<file path="src/rtl/serial_arith_pkg.sv">
// Shared definitions for the bit-serial arithmetic blocks.
package serial_arith_pkg;

    localparam int DEFAULT_WIDTH = 8;

    typedef enum logic [1:0] {
        IDLE  = 2'd0,
        SHIFT = 2'd1,
        DONE  = 2'd2
    } state_e;

endpackage

</file>
<file path="src/rtl/full_subtractor.sv">
// One-bit full subtractor cell: d = x - y - bi, with borrow-out bo.
module full_subtractor (
    input  logic x,
    input  logic y,
    input  logic bi,
    output logic d,
    output logic bo
);

    assign d  = x ^ y ^ bi;
    assign bo = (~x & y) | (~(x ^ y) & bi);

endmodule

</file>
<file path="src/rtl/serial_subtractor.sv">
// Bit-serial WIDTH-bit subtractor (a - b - bin), LSB first, one bit per clock,
// behind a start/done handshake. Outputs are registered and held between results.
module serial_subtractor
    import serial_arith_pkg::*;
#(
    parameter int WIDTH = DEFAULT_WIDTH
) (
    input  logic             clk,
    input  logic             rst_n,
    input  logic             start,
    input  logic [WIDTH-1:0] a,
    input  logic [WIDTH-1:0] b,
    input  logic             bin,
    output logic             busy,
    output logic             done,
    output logic [WIDTH-1:0] diff,
    output logic             bout,
    output logic             ovf
);

    localparam int CNT_W = (WIDTH > 1) ? $clog2(WIDTH) : 1;
    localparam logic [CNT_W-1:0] CNT_LAST = CNT_W'(WIDTH - 1);

    state_e           state_q;
    logic [WIDTH-1:0] a_sr_q;
    logic [WIDTH-1:0] b_sr_q;
    logic [WIDTH-1:0] res_q;
    logic [WIDTH-1:0] diff_q;
    logic [CNT_W-1:0] cnt_q;
    logic             br_q;
    logic             a_msb_q;
    logic             b_msb_q;
    logic             busy_q;
    logic             done_q;
    logic             bout_q;
    logic             ovf_q;

    logic             bit_d;
    logic             br_d;
    logic [WIDTH-1:0] res_d;

    full_subtractor u_fs (
        .x  (a_sr_q[0]),
        .y  (b_sr_q[0]),
        .bi (br_q),
        .d  (bit_d),
        .bo (br_d)
    );

    // Result bits enter from the MSB side so the LSB lands in bit 0 after WIDTH shifts.
    assign res_d = {bit_d, res_q[WIDTH-1:1]};

    always_ff @(posedge clk or negedge rst_n) begin
        if (!rst_n) begin
            state_q <= IDLE;
            a_sr_q  <= '0;
            b_sr_q  <= '0;
            res_q   <= '0;
            diff_q  <= '0;
            cnt_q   <= '0;
            br_q    <= 1'b0;
            a_msb_q <= 1'b0;
            b_msb_q <= 1'b0;
            busy_q  <= 1'b0;
            done_q  <= 1'b0;
            bout_q  <= 1'b0;
            ovf_q   <= 1'b0;
        end else begin
            case (state_q)
                IDLE: begin
                    done_q <= 1'b0;
                    if (start) begin
                        a_sr_q  <= a;
                        b_sr_q  <= b;
                        br_q    <= bin;
                        cnt_q   <= '0;
                        a_msb_q <= a[WIDTH-1];
                        b_msb_q <= b[WIDTH-1];
                        busy_q  <= 1'b1;
                        state_q <= SHIFT;
                    end
                end
                SHIFT: begin
                    res_q  <= res_d;
                    a_sr_q <= a_sr_q >> 1;
                    b_sr_q <= b_sr_q >> 1;
                    br_q   <= br_d;
                    if (cnt_q == CNT_LAST) begin
                        // Counter parks at zero rather than wrapping past WIDTH-1.
                        cnt_q   <= '0;
                        diff_q  <= res_d;
                        bout_q  <= br_d;
                        ovf_q   <= (a_msb_q ^ b_msb_q) & (bit_d ^ a_msb_q);
                        done_q  <= 1'b1;
                        state_q <= DONE;
                    end else begin
                        cnt_q <= cnt_q + 1'b1;
                    end
                end
                DONE: begin
                    done_q  <= 1'b0;
                    busy_q  <= 1'b0;
                    state_q <= IDLE;
                end
                default: begin
                    done_q  <= 1'b0;
                    busy_q  <= 1'b0;
                    state_q <= IDLE;
                end
            endcase
        end
    end

    assign busy = busy_q;
    assign done = done_q;
    assign diff = diff_q;
    assign bout = bout_q;
    assign ovf  = ovf_q;

endmodule

</file>
<file path="config.mk">
export PLATFORM = sky130hd
export DESIGN_NAME = serial_subtractor
export DESIGN_NICKNAME = d
export VERILOG_FILES = /design/src/rtl/serial_arith_pkg.sv /design/src/rtl/full_subtractor.sv /design/src/rtl/serial_subtractor.sv
export SDC_FILE = /design/constraint.sdc
export NUM_CORES = 1
export LEC_CHECK = 0
export BUFFER_PORTS_ARGS = -buffer_cell sky130_fd_sc_hd__buf_2
export CORE_MARGIN = 5
export CORE_UTILIZATION = 55
export DETAILED_ROUTE_END_ITERATION = 8
export PLACE_DENSITY = 0.79
export SETUP_SLACK_MARGIN = 0.2
export SLEW_MARGIN = 0
export SYNTH_ARGS = -nofsm -noshare
export SYNTH_HDL_FRONTEND = slang
export SYNTH_SLANG_ARGS = --single-unit
</file>
<file path="constraint.sdc">
create_clock -name clk -period 2.2 [get_ports clk]
set_clock_uncertainty 0.15 [all_clocks]
set_input_delay 0.44 -clock clk [delete_from_list [all_inputs] [get_ports clk]]
set_output_delay 0.44 -clock clk [all_outputs]
set_load 0.1 [all_outputs]
</file>
==> impl_metrics.xml, run 1 <==
<?xml version="1.0" encoding="UTF-8"?>
<metrics>
  <group name="status">
    <metric name="run_status" unit="">completed</metric>
  </group>
  <group name="detailed_routing">
    <metric name="ant_nets" unit="">0</metric>
    <metric name="drt_iter0_markers" unit="">92</metric>
    <metric name="detail_route.wirelength" unit="mm">3.41</metric>
    <metric name="count_of_unresolved_drc_violations_after_routing" unit="">0</metric>
    <metric name="via_per_inst" unit="">5.21</metric>
    <metric name="wl_per_cell" unit="um">14.0</metric>
    <metric name="num_vias" unit="">1266</metric>
    <metric name="drtPass1Iterations" unit="">5</metric>
  </group>
  <group name="clock_network">
    <metric name="cts_inserted_buffers" unit="">5</metric>
    <metric name="cts-resized-gates" unit="">0</metric>
    <metric name="h_tree_levels" unit="">2</metric>
    <metric name="clock_tree.root_cell" unit="">sky130_fd_sc_hd__clkbuf_4</metric>
    <metric name="clock_latency" unit="ns">0.37</metric>
    <metric name="cts_post_setup_buffers_inserted" unit="">0</metric>
    <metric name="clkSinkCount" unit="">43</metric>
    <metric name="clk_transition_reported_paths" unit="ns">0.11</metric>
    <metric name="clock_tree.buffer_depth" unit="">2</metric>
    <metric name="tritoncts" unit="">done</metric>
  </group>
  <group name="critical_path">
    <metric name="path_delay_family" unit="">simple AND/OR/NAND/NOR gates</metric>
    <metric name="worstPathMaxFanout" unit="">24</metric>
    <metric name="crit_buf_inv" unit="">0</metric>
    <metric name="setup.worst_path.end_class" unit="">register</metric>
    <metric name="startpoint_type_of_the_worst_setup_path" unit="">register</metric>
    <metric name="critical_path_cell_sequence" unit="">nand2b_2 -&gt; mux2i_1 -&gt; o21ai_0</metric>
    <metric name="cpMaxStageDelayCell" unit="">sky130_fd_sc_hd__nand2b_2</metric>
    <metric name="cpPeakStageDelay" unit="ns">0.59</metric>
    <metric name="worstPathRequired" unit="ns">2.28</metric>
    <metric name="classification_of_the_worst_setup_path" unit="">reg -&gt; reg</metric>
    <metric name="cp.arrival" unit="ns">1.85</metric>
  </group>
  <group name="yosys">
    <metric name="syn-instance-count" unit="">164</metric>
    <metric name="synth-seq-cells" unit="">43</metric>
    <metric name="synthArstFlopShare" unit="%">100</metric>
    <metric name="synth.yosys.seq_area_share" unit="%">57.0</metric>
    <metric name="yosys-top-cells-area" unit="">sky130_fd_sc_hd__dfrtp_1 (57%), sky130_fd_sc_hd__nand2_1 (8.2%), sky130_fd_sc_hd__mux2i_1 (7.4%), sky130_fd_sc_hd__mux2_2 (4.2%), sky130_fd_sc_hd__o21ai_1 (2.9%)</metric>
    <metric name="synthDistinctLibCells" unit="">26</metric>
    <metric name="netlist.area_leader.share" unit="%">57.0</metric>
    <metric name="most_numerous_cell_types_in_the_synthesized_netlist" unit="">sky130_fd_sc_hd__dfrtp_1 (43), sky130_fd_sc_hd__nand2_1 (41), sky130_fd_sc_hd__mux2i_1 (14)</metric>
    <metric name="number_of_flops_mapped_to_enable_cells_by_yosys" unit="">0</metric>
    <metric name="yosysMostFrequentCell" unit="">sky130_fd_sc_hd__dfrtp_1</metric>
    <metric name="post-synth-top-area-cell" unit="">sky130_fd_sc_hd__dfrtp_1</metric>
    <metric name="synth.avg_cell_area" unit="um2">11.5</metric>
    <metric name="ys.flop_type" unit="">sky130_fd_sc_hd__dfrtp_1</metric>
    <metric name="syn_area" unit="um2">1890</metric>
    <metric name="synth_nets" unit="">187</metric>
    <metric name="ys_warn_count" unit="">0</metric>
  </group>
  <group name="floorplanning">
    <metric name="floorplan.die_area" unit="um2">4700</metric>
    <metric name="die_height" unit="um">68.6</metric>
    <metric name="dieWidth" unit="um">68.6</metric>
    <metric name="ios" unit="">32</metric>
    <metric name="std_cell_rows" unit="">21</metric>
    <metric name="core" unit="um2">3340</metric>
    <metric name="initial_core_util" unit="%">56.6</metric>
  </group>
  <group name="timing">
    <metric name="top_achievable_clock_speed" unit="MHz">565</metric>
    <metric name="tightest_pin_transition" unit="ns">0.632</metric>
    <metric name="fin_tns_setup" unit="ns">0</metric>
    <metric name="hold_ws" unit="ns">0.165</metric>
    <metric name="fin_crit_sh" unit="%">80.4</metric>
    <metric name="slew_viol_final" unit="">0</metric>
    <metric name="setup_violations" unit="">0</metric>
    <metric name="timing_hold_violations_final" unit="">0</metric>
    <metric name="slew-limit-headroom" unit="%">57.8</metric>
    <metric name="finalCriticalPeriod" unit="ns">1.77</metric>
    <metric name="grt_setup_unrepaired" unit="">no</metric>
    <metric name="final.setup.worst_slack" unit="ns">0.430</metric>
  </group>
  <group name="final_layout">
    <metric name="areaGrowthSynthToFinish" unit="%">13.7</metric>
    <metric name="multi_input_area" unit="um2">713</metric>
    <metric name="regArea" unit="um2">1080</metric>
    <metric name="fill_cells" unit="">282</metric>
    <metric name="instances_no_fill" unit="">243</metric>
    <metric name="fin_nets" unit="">219</metric>
    <metric name="n_antenna_cell" unit="">0</metric>
    <metric name="layout-drive-gt1-share" unit="%">27.4</metric>
  </group>
  <group name="global_routing">
    <metric name="gr-usage-all-layers" unit="%">17.3</metric>
    <metric name="grt_start_max_net_pins" unit="">25</metric>
    <metric name="number_of_global_route_vias_before_repair" unit="">1320</metric>
    <metric name="grt_remaining_overflow" unit="">0</metric>
    <metric name="grt_antenna_before_repair" unit="">0</metric>
    <metric name="grt_pass1_wl" unit="mm">5.87</metric>
  </group>
  <group name="place">
    <metric name="placedCellCount" unit="">234</metric>
    <metric name="post-dp-hpwl" unit="mm">2.52</metric>
    <metric name="io_buffers" unit="">31</metric>
    <metric name="place_congestion" unit="">0.731</metric>
    <metric name="detailedPlace.worstSlack" unit="ns">0.444</metric>
  </group>
  <group name="run">
    <metric name="maxCapViolations" unit="">0</metric>
  </group>
  <group name="worst_hold_path">
    <metric name="worstHoldPathType" unit="">in -&gt; reg</metric>
  </group>
</metrics>
## cells in the final DEF (no fill, tap or decap), types with 3 or more instances in the layout
master / n
sky130_fd_sc_hd__dfrtp_1: 43
sky130_fd_sc_hd__nand2_1: 41
sky130_fd_sc_hd__buf_2: 31
sky130_fd_sc_hd__mux2i_1: 14
sky130_fd_sc_hd__o21ai_1: 11
sky130_fd_sc_hd__mux2_2: 7
sky130_fd_sc_hd__o21ai_0: 7
sky130_fd_sc_hd__inv_1: 5
sky130_fd_sc_hd__clkbuf_4: 5
sky130_fd_sc_hd__a21oi_1: 4
sky130_fd_sc_hd__a22o_1: 3
sky130_fd_sc_hd__nor2_1: 3
sky130_fd_sc_hd__mux2_4: 3
## area by class of cell
class	instances	share of cell area [%]
inverters	5	0.874
clock buffers	6	1.92
well taps	46	2.68
repair buffers	34	8.39
multi-input cells	107	33.2
flip-flops and latches	43	50.1
clock inverters	2	2.80
## worst register-to-register path, cell delays in order (launching register included)
cell,delay [ns]
sky130_fd_sc_hd__dfrtp_1,0.51
sky130_fd_sc_hd__nand2b_2,0.59
sky130_fd_sc_hd__mux2i_1,0.28
sky130_fd_sc_hd__o21ai_0,0.11
## worst paths after layout
check                                start         to  slack, ns  cells past startpoint
worst min-delay path                  a[7]  a_sr_q[7]       0.16                      2
min in group asynchronous            rst_n   cnt_q[0]       0.42                      2
worst min register to register   b_sr_q[5]  b_sr_q[5]       0.36                      2
max in group asynchronous            rst_n  a_sr_q[0]       0.84                      3
worst max register to register  state_q[1]  a_sr_q[0]       0.43                      3
worst max-delay path            state_q[1]  a_sr_q[0]       0.43                      3
## state kept, by name, indices dropped and copies added (netlist names)
name,count
ovf,1
cnt_q,3
a_sr_q,8
busy,1
res_q,7
state_q,2
b_sr_q,8
b_msb_q,1
a_msb_q,1
br_q,1
diff,8
done,1
bout,1
## kinds of logic after synthesis
kind of cell             after synthesis  share of synthesized area [%]
buffers and inverters                 14                           5.23
adder cells (fa/ha/maj)                3                           2.39
flip-flops                            43                           57.0
AO/OA/AOI/OAI                         28                           8.95
AND/OR/NAND/NOR                       52                           12.5
multiplexers                          24                           14.0
## stage by stage
step           util [%]  instance area, um2
2_1_floorplan         -                1890
3_3_place_gp       61.0                2040
3_5_place_dp       61.0                2040
4_1_cts            64.3                2150
5_1_grt            64.3                2150
6_report           64.3                2150
## metal layers
layer / share of wire [%] / vias to the layer above / global-route usage (%)
met3: 6.8 / 8 / 4.05
li1: - / 613 / -
met4: 2.3 / 0 / 8.19
met5: 0 / - / 0
met2: 48 / 39 / 29.2
met1: 42 / 606 / 20.7
## timing repair
action                                  4_1_cts  5_1_grt
hold endpoints to repair                     23        0
hold buffers                                  1        0
endpoints found under the setup margin        0        0
Power of run 1 is left out: the tool's default activity adds up to more than one toggle a clock period on the data nets, which glitch-free logic cannot reach.
==> run 2: changes to the inputs <==
--- a/config.mk
+++ b/config.mk
@@ -7,9 +7,9 @@
 export LEC_CHECK = 0
 export BUFFER_PORTS_ARGS = -buffer_cell sky130_fd_sc_hd__buf_2
 export CORE_MARGIN = 5
-export CORE_UTILIZATION = 55
+export CORE_UTILIZATION = 49
 export DETAILED_ROUTE_END_ITERATION = 8
-export PLACE_DENSITY = 0.79
+export PLACE_DENSITY = 0.75
 export SETUP_SLACK_MARGIN = 0.2
 export SLEW_MARGIN = 0
 export SYNTH_ARGS = -nofsm -noshare
==> constraint.sdc (replaced) <==
create_clock -name clk -period 1.61 [get_ports clk]
set_clock_uncertainty 0.15 [all_clocks]
set_input_delay 0.322 -clock clk [delete_from_list [all_inputs] [get_ports clk]]
set_output_delay 0.322 -clock clk [all_outputs]
set_load 0.1 [all_outputs]
==> impl_metrics.xml, run 2 (synthesis gave the netlist of run 1 again) <==
<?xml version="1.0" encoding="UTF-8"?>
<metrics>
  <group name="critical_path">
    <metric name="path_delay_family" unit="">adder cells</metric>
    <metric name="classification_of_the_worst_setup_path" unit="">reg -&gt; reg</metric>
    <metric name="worstPathMaxFanout" unit="">3</metric>
    <metric name="cpMaxStageDelayCell" unit="">sky130_fd_sc_hd__fa_2</metric>
    <metric name="r2r_end" unit="">diff[7]</metric>
    <metric name="number_of_gates_on_the_worst_path_with_buffers_counted" unit="">4</metric>
    <metric name="critical_path_cell_sequence" unit="">inv_2 -&gt; fa_2 -&gt; buf_4 -&gt; mux2_2</metric>
    <metric name="critical_path.reg2reg.startpoint" unit="">br_q</metric>
    <metric name="cp.arrival" unit="ns">1.64</metric>
    <metric name="worstPathRequired" unit="ns">1.65</metric>
    <metric name="cpPeakStageDelay" unit="ns">0.45</metric>
    <metric name="setup.worst_path.end_class" unit="">register</metric>
    <metric name="startpoint_type_of_the_worst_setup_path" unit="">register</metric>
    <metric name="flop_to_flop_setup_slack" unit="ns">0.006</metric>
    <metric name="crit_buf_inv" unit="">2</metric>
    <metric name="r2r_cells" unit="">4</metric>
  </group>
  <group name="timing">
    <metric name="final.setup.worst_slack" unit="ns">0.00628</metric>
    <metric name="slew_viol_final" unit="">0</metric>
    <metric name="slew-limit-headroom" unit="%">78.6</metric>
    <metric name="grt_setup_unrepaired" unit="">yes</metric>
    <metric name="timing_hold_violations_final" unit="">0</metric>
    <metric name="tightest_pin_transition" unit="ns">0.320</metric>
    <metric name="top_achievable_clock_speed" unit="MHz">624</metric>
    <metric name="finalCriticalPeriod" unit="ns">1.60</metric>
    <metric name="fin_tns_setup" unit="ns">0</metric>
    <metric name="setup_violations" unit="">0</metric>
    <metric name="fin_crit_sh" unit="%">99.6</metric>
  </group>
  <group name="floorplanning">
    <metric name="std_cell_rows" unit="">22</metric>
    <metric name="die_height" unit="um">72.1</metric>
    <metric name="ios" unit="">32</metric>
    <metric name="core" unit="um2">3690</metric>
    <metric name="dieWidth" unit="um">72.1</metric>
    <metric name="initial_core_util" unit="%">51.2</metric>
    <metric name="floorplan.die_area" unit="um2">5190</metric>
  </group>
  <group name="detailed_routing">
    <metric name="ant_nets" unit="">0</metric>
    <metric name="detail_route.wirelength" unit="mm">4.95</metric>
    <metric name="drt_iter0_markers" unit="">114</metric>
    <metric name="drtPass1Iterations" unit="">4</metric>
    <metric name="count_of_unresolved_drc_violations_after_routing" unit="">0</metric>
    <metric name="wl_per_cell" unit="um">17.9</metric>
    <metric name="via_per_inst" unit="">5.48</metric>
    <metric name="num_vias" unit="">1519</metric>
  </group>
  <group name="global_routing">
    <metric name="grt_start_max_net_pins" unit="">44</metric>
    <metric name="number_of_global_route_vias_before_repair" unit="">1510</metric>
    <metric name="grt_antenna_before_repair" unit="">0</metric>
    <metric name="gr-usage-all-layers" unit="%">18.2</metric>
    <metric name="grt_pass1_wl" unit="mm">7.29</metric>
    <metric name="grt_remaining_overflow" unit="">0</metric>
  </group>
  <group name="clock_network">
    <metric name="clk_transition_reported_paths" unit="ns">0.08</metric>
    <metric name="clock_latency" unit="ns">0.30</metric>
    <metric name="h_tree_levels" unit="">2</metric>
    <metric name="clock_tree.buffer_depth" unit="">2</metric>
    <metric name="clkSinkCount" unit="">43</metric>
    <metric name="clock_tree.root_cell" unit="">sky130_fd_sc_hd__clkbuf_8</metric>
    <metric name="cts_inserted_buffers" unit="">5</metric>
    <metric name="tritoncts" unit="">done</metric>
  </group>
  <group name="place">
    <metric name="place_congestion" unit="">0.749</metric>
    <metric name="post-dp-hpwl" unit="mm">2.63</metric>
    <metric name="detailedPlace.worstSlack" unit="ns">-0.0164</metric>
    <metric name="io_buffers" unit="">31</metric>
  </group>
  <group name="final_layout">
    <metric name="most-common-layout-cells" unit="">sky130_fd_sc_hd__dfrtp_1 (41), sky130_fd_sc_hd__nand2_1 (40), sky130_fd_sc_hd__buf_2 (21)</metric>
    <metric name="fin_nets" unit="">251</metric>
    <metric name="fill_cells" unit="">218</metric>
    <metric name="areaGrowthSynthToFinish" unit="%">46.5</metric>
    <metric name="regArea" unit="um2">1080</metric>
    <metric name="mostFrequentLayoutCell" unit="">sky130_fd_sc_hd__dfrtp_1</metric>
    <metric name="layout-drive-gt1-share" unit="%">47.2</metric>
    <metric name="multi_input_area" unit="um2">871</metric>
    <metric name="n_antenna_cell" unit="">0</metric>
  </group>
  <group name="run">
    <metric name="maxCapViolations" unit="">0</metric>
  </group>
  <group name="worst_hold_path">
    <metric name="hp-start" unit="">a[7]</metric>
    <metric name="worstHoldPathType" unit="">in -&gt; reg</metric>
    <metric name="whs_endpoint" unit="">a_sr_q[7]</metric>
    <metric name="hold-path-cell-count" unit="">2</metric>
  </group>
  <group name="status">
    <metric name="run_status" unit="">completed</metric>
  </group>
  <group name="power">
    <metric name="leakage" unit="nW">1.38</metric>
    <metric name="power-per-cell-area" unit="nW/um2">2390</metric>
    <metric name="ir_drop" unit="mV">1.16</metric>
  </group>
</metrics>
==> run 2: metrics by stage <==
step	hold WS [ns]	util [%]	instance area [um2]	cells	power, mW
floorplan	-0.124	-	1910	164	3.99
detailed placement	0.165	57.1	2110	240	4.46
global route	0.120	75.0	2770	277	6.94
finish	0.139	75.0	2770	277	6.60
global placement	0.155	57.1	2110	240	4.31
CTS	0.122	66.1	2440	261	5.74
==> run 2: worst max path at each step <==
stage	startpoint	endpoint
after CTS	br_q	ovf
after detailed placement	b_sr_q[0]	ovf
final	br_q	diff[7]
after global routing	br_q	diff[7]
after global placement	cnt_q[0]	diff[0]
after floorplan	cnt_q[0]	diff[2]
==> run 2: what timing repair did <==
action	4_1_cts	5_1_grt
endpoints found under the hold margin	43	0
buffers inserted	11	11
endpoints found under the setup margin	39	40
hold buffers	1	0
gates resized for setup	36	46
pin swaps	3	8
cloned	1	5
==> run 2: final cells by class <==
type	instances	area share, %
Clock inverter	2	1.27
Multi-Input combinational cell	109	31.5
Inverter	5	0.678
Clock buffer	6	2.99
Sequential cell	43	39.0
Timing Repair Buffer	64	22.4
Tap cell	48	2.17
==> run 2: power by group <==
part	leakage [nW]	switching [mW]	internal [mW]	total (mW)
combinational	0.784	2.07	1.68	3.75
clock	0.0612	0.368	0.502	0.870
sequential	0.538	0.420	1.56	1.98
total	1.38	2.86	3.74	6.60
==> run 2: routing by layer <==
metal  wire [um]  vias up  track usage [%]
met5           0        -                0
met4          74        0             8.98
met3         234        7             4.02
met2        2490       57             29.5
met1        2150      772             23.0
li1            -      683                -
==> run 2: worst reg2reg max path: cells and delay by family (launching register included) <==
kind / cells / cell delay [ns]
buffers and inverters: 2 / 0.22
multiplexers: 1 / 0.26
adder cells (fa/ha/maj): 1 / 0.45
flip-flops: 1 / 0.41
(Power assumes the default switching activity.)
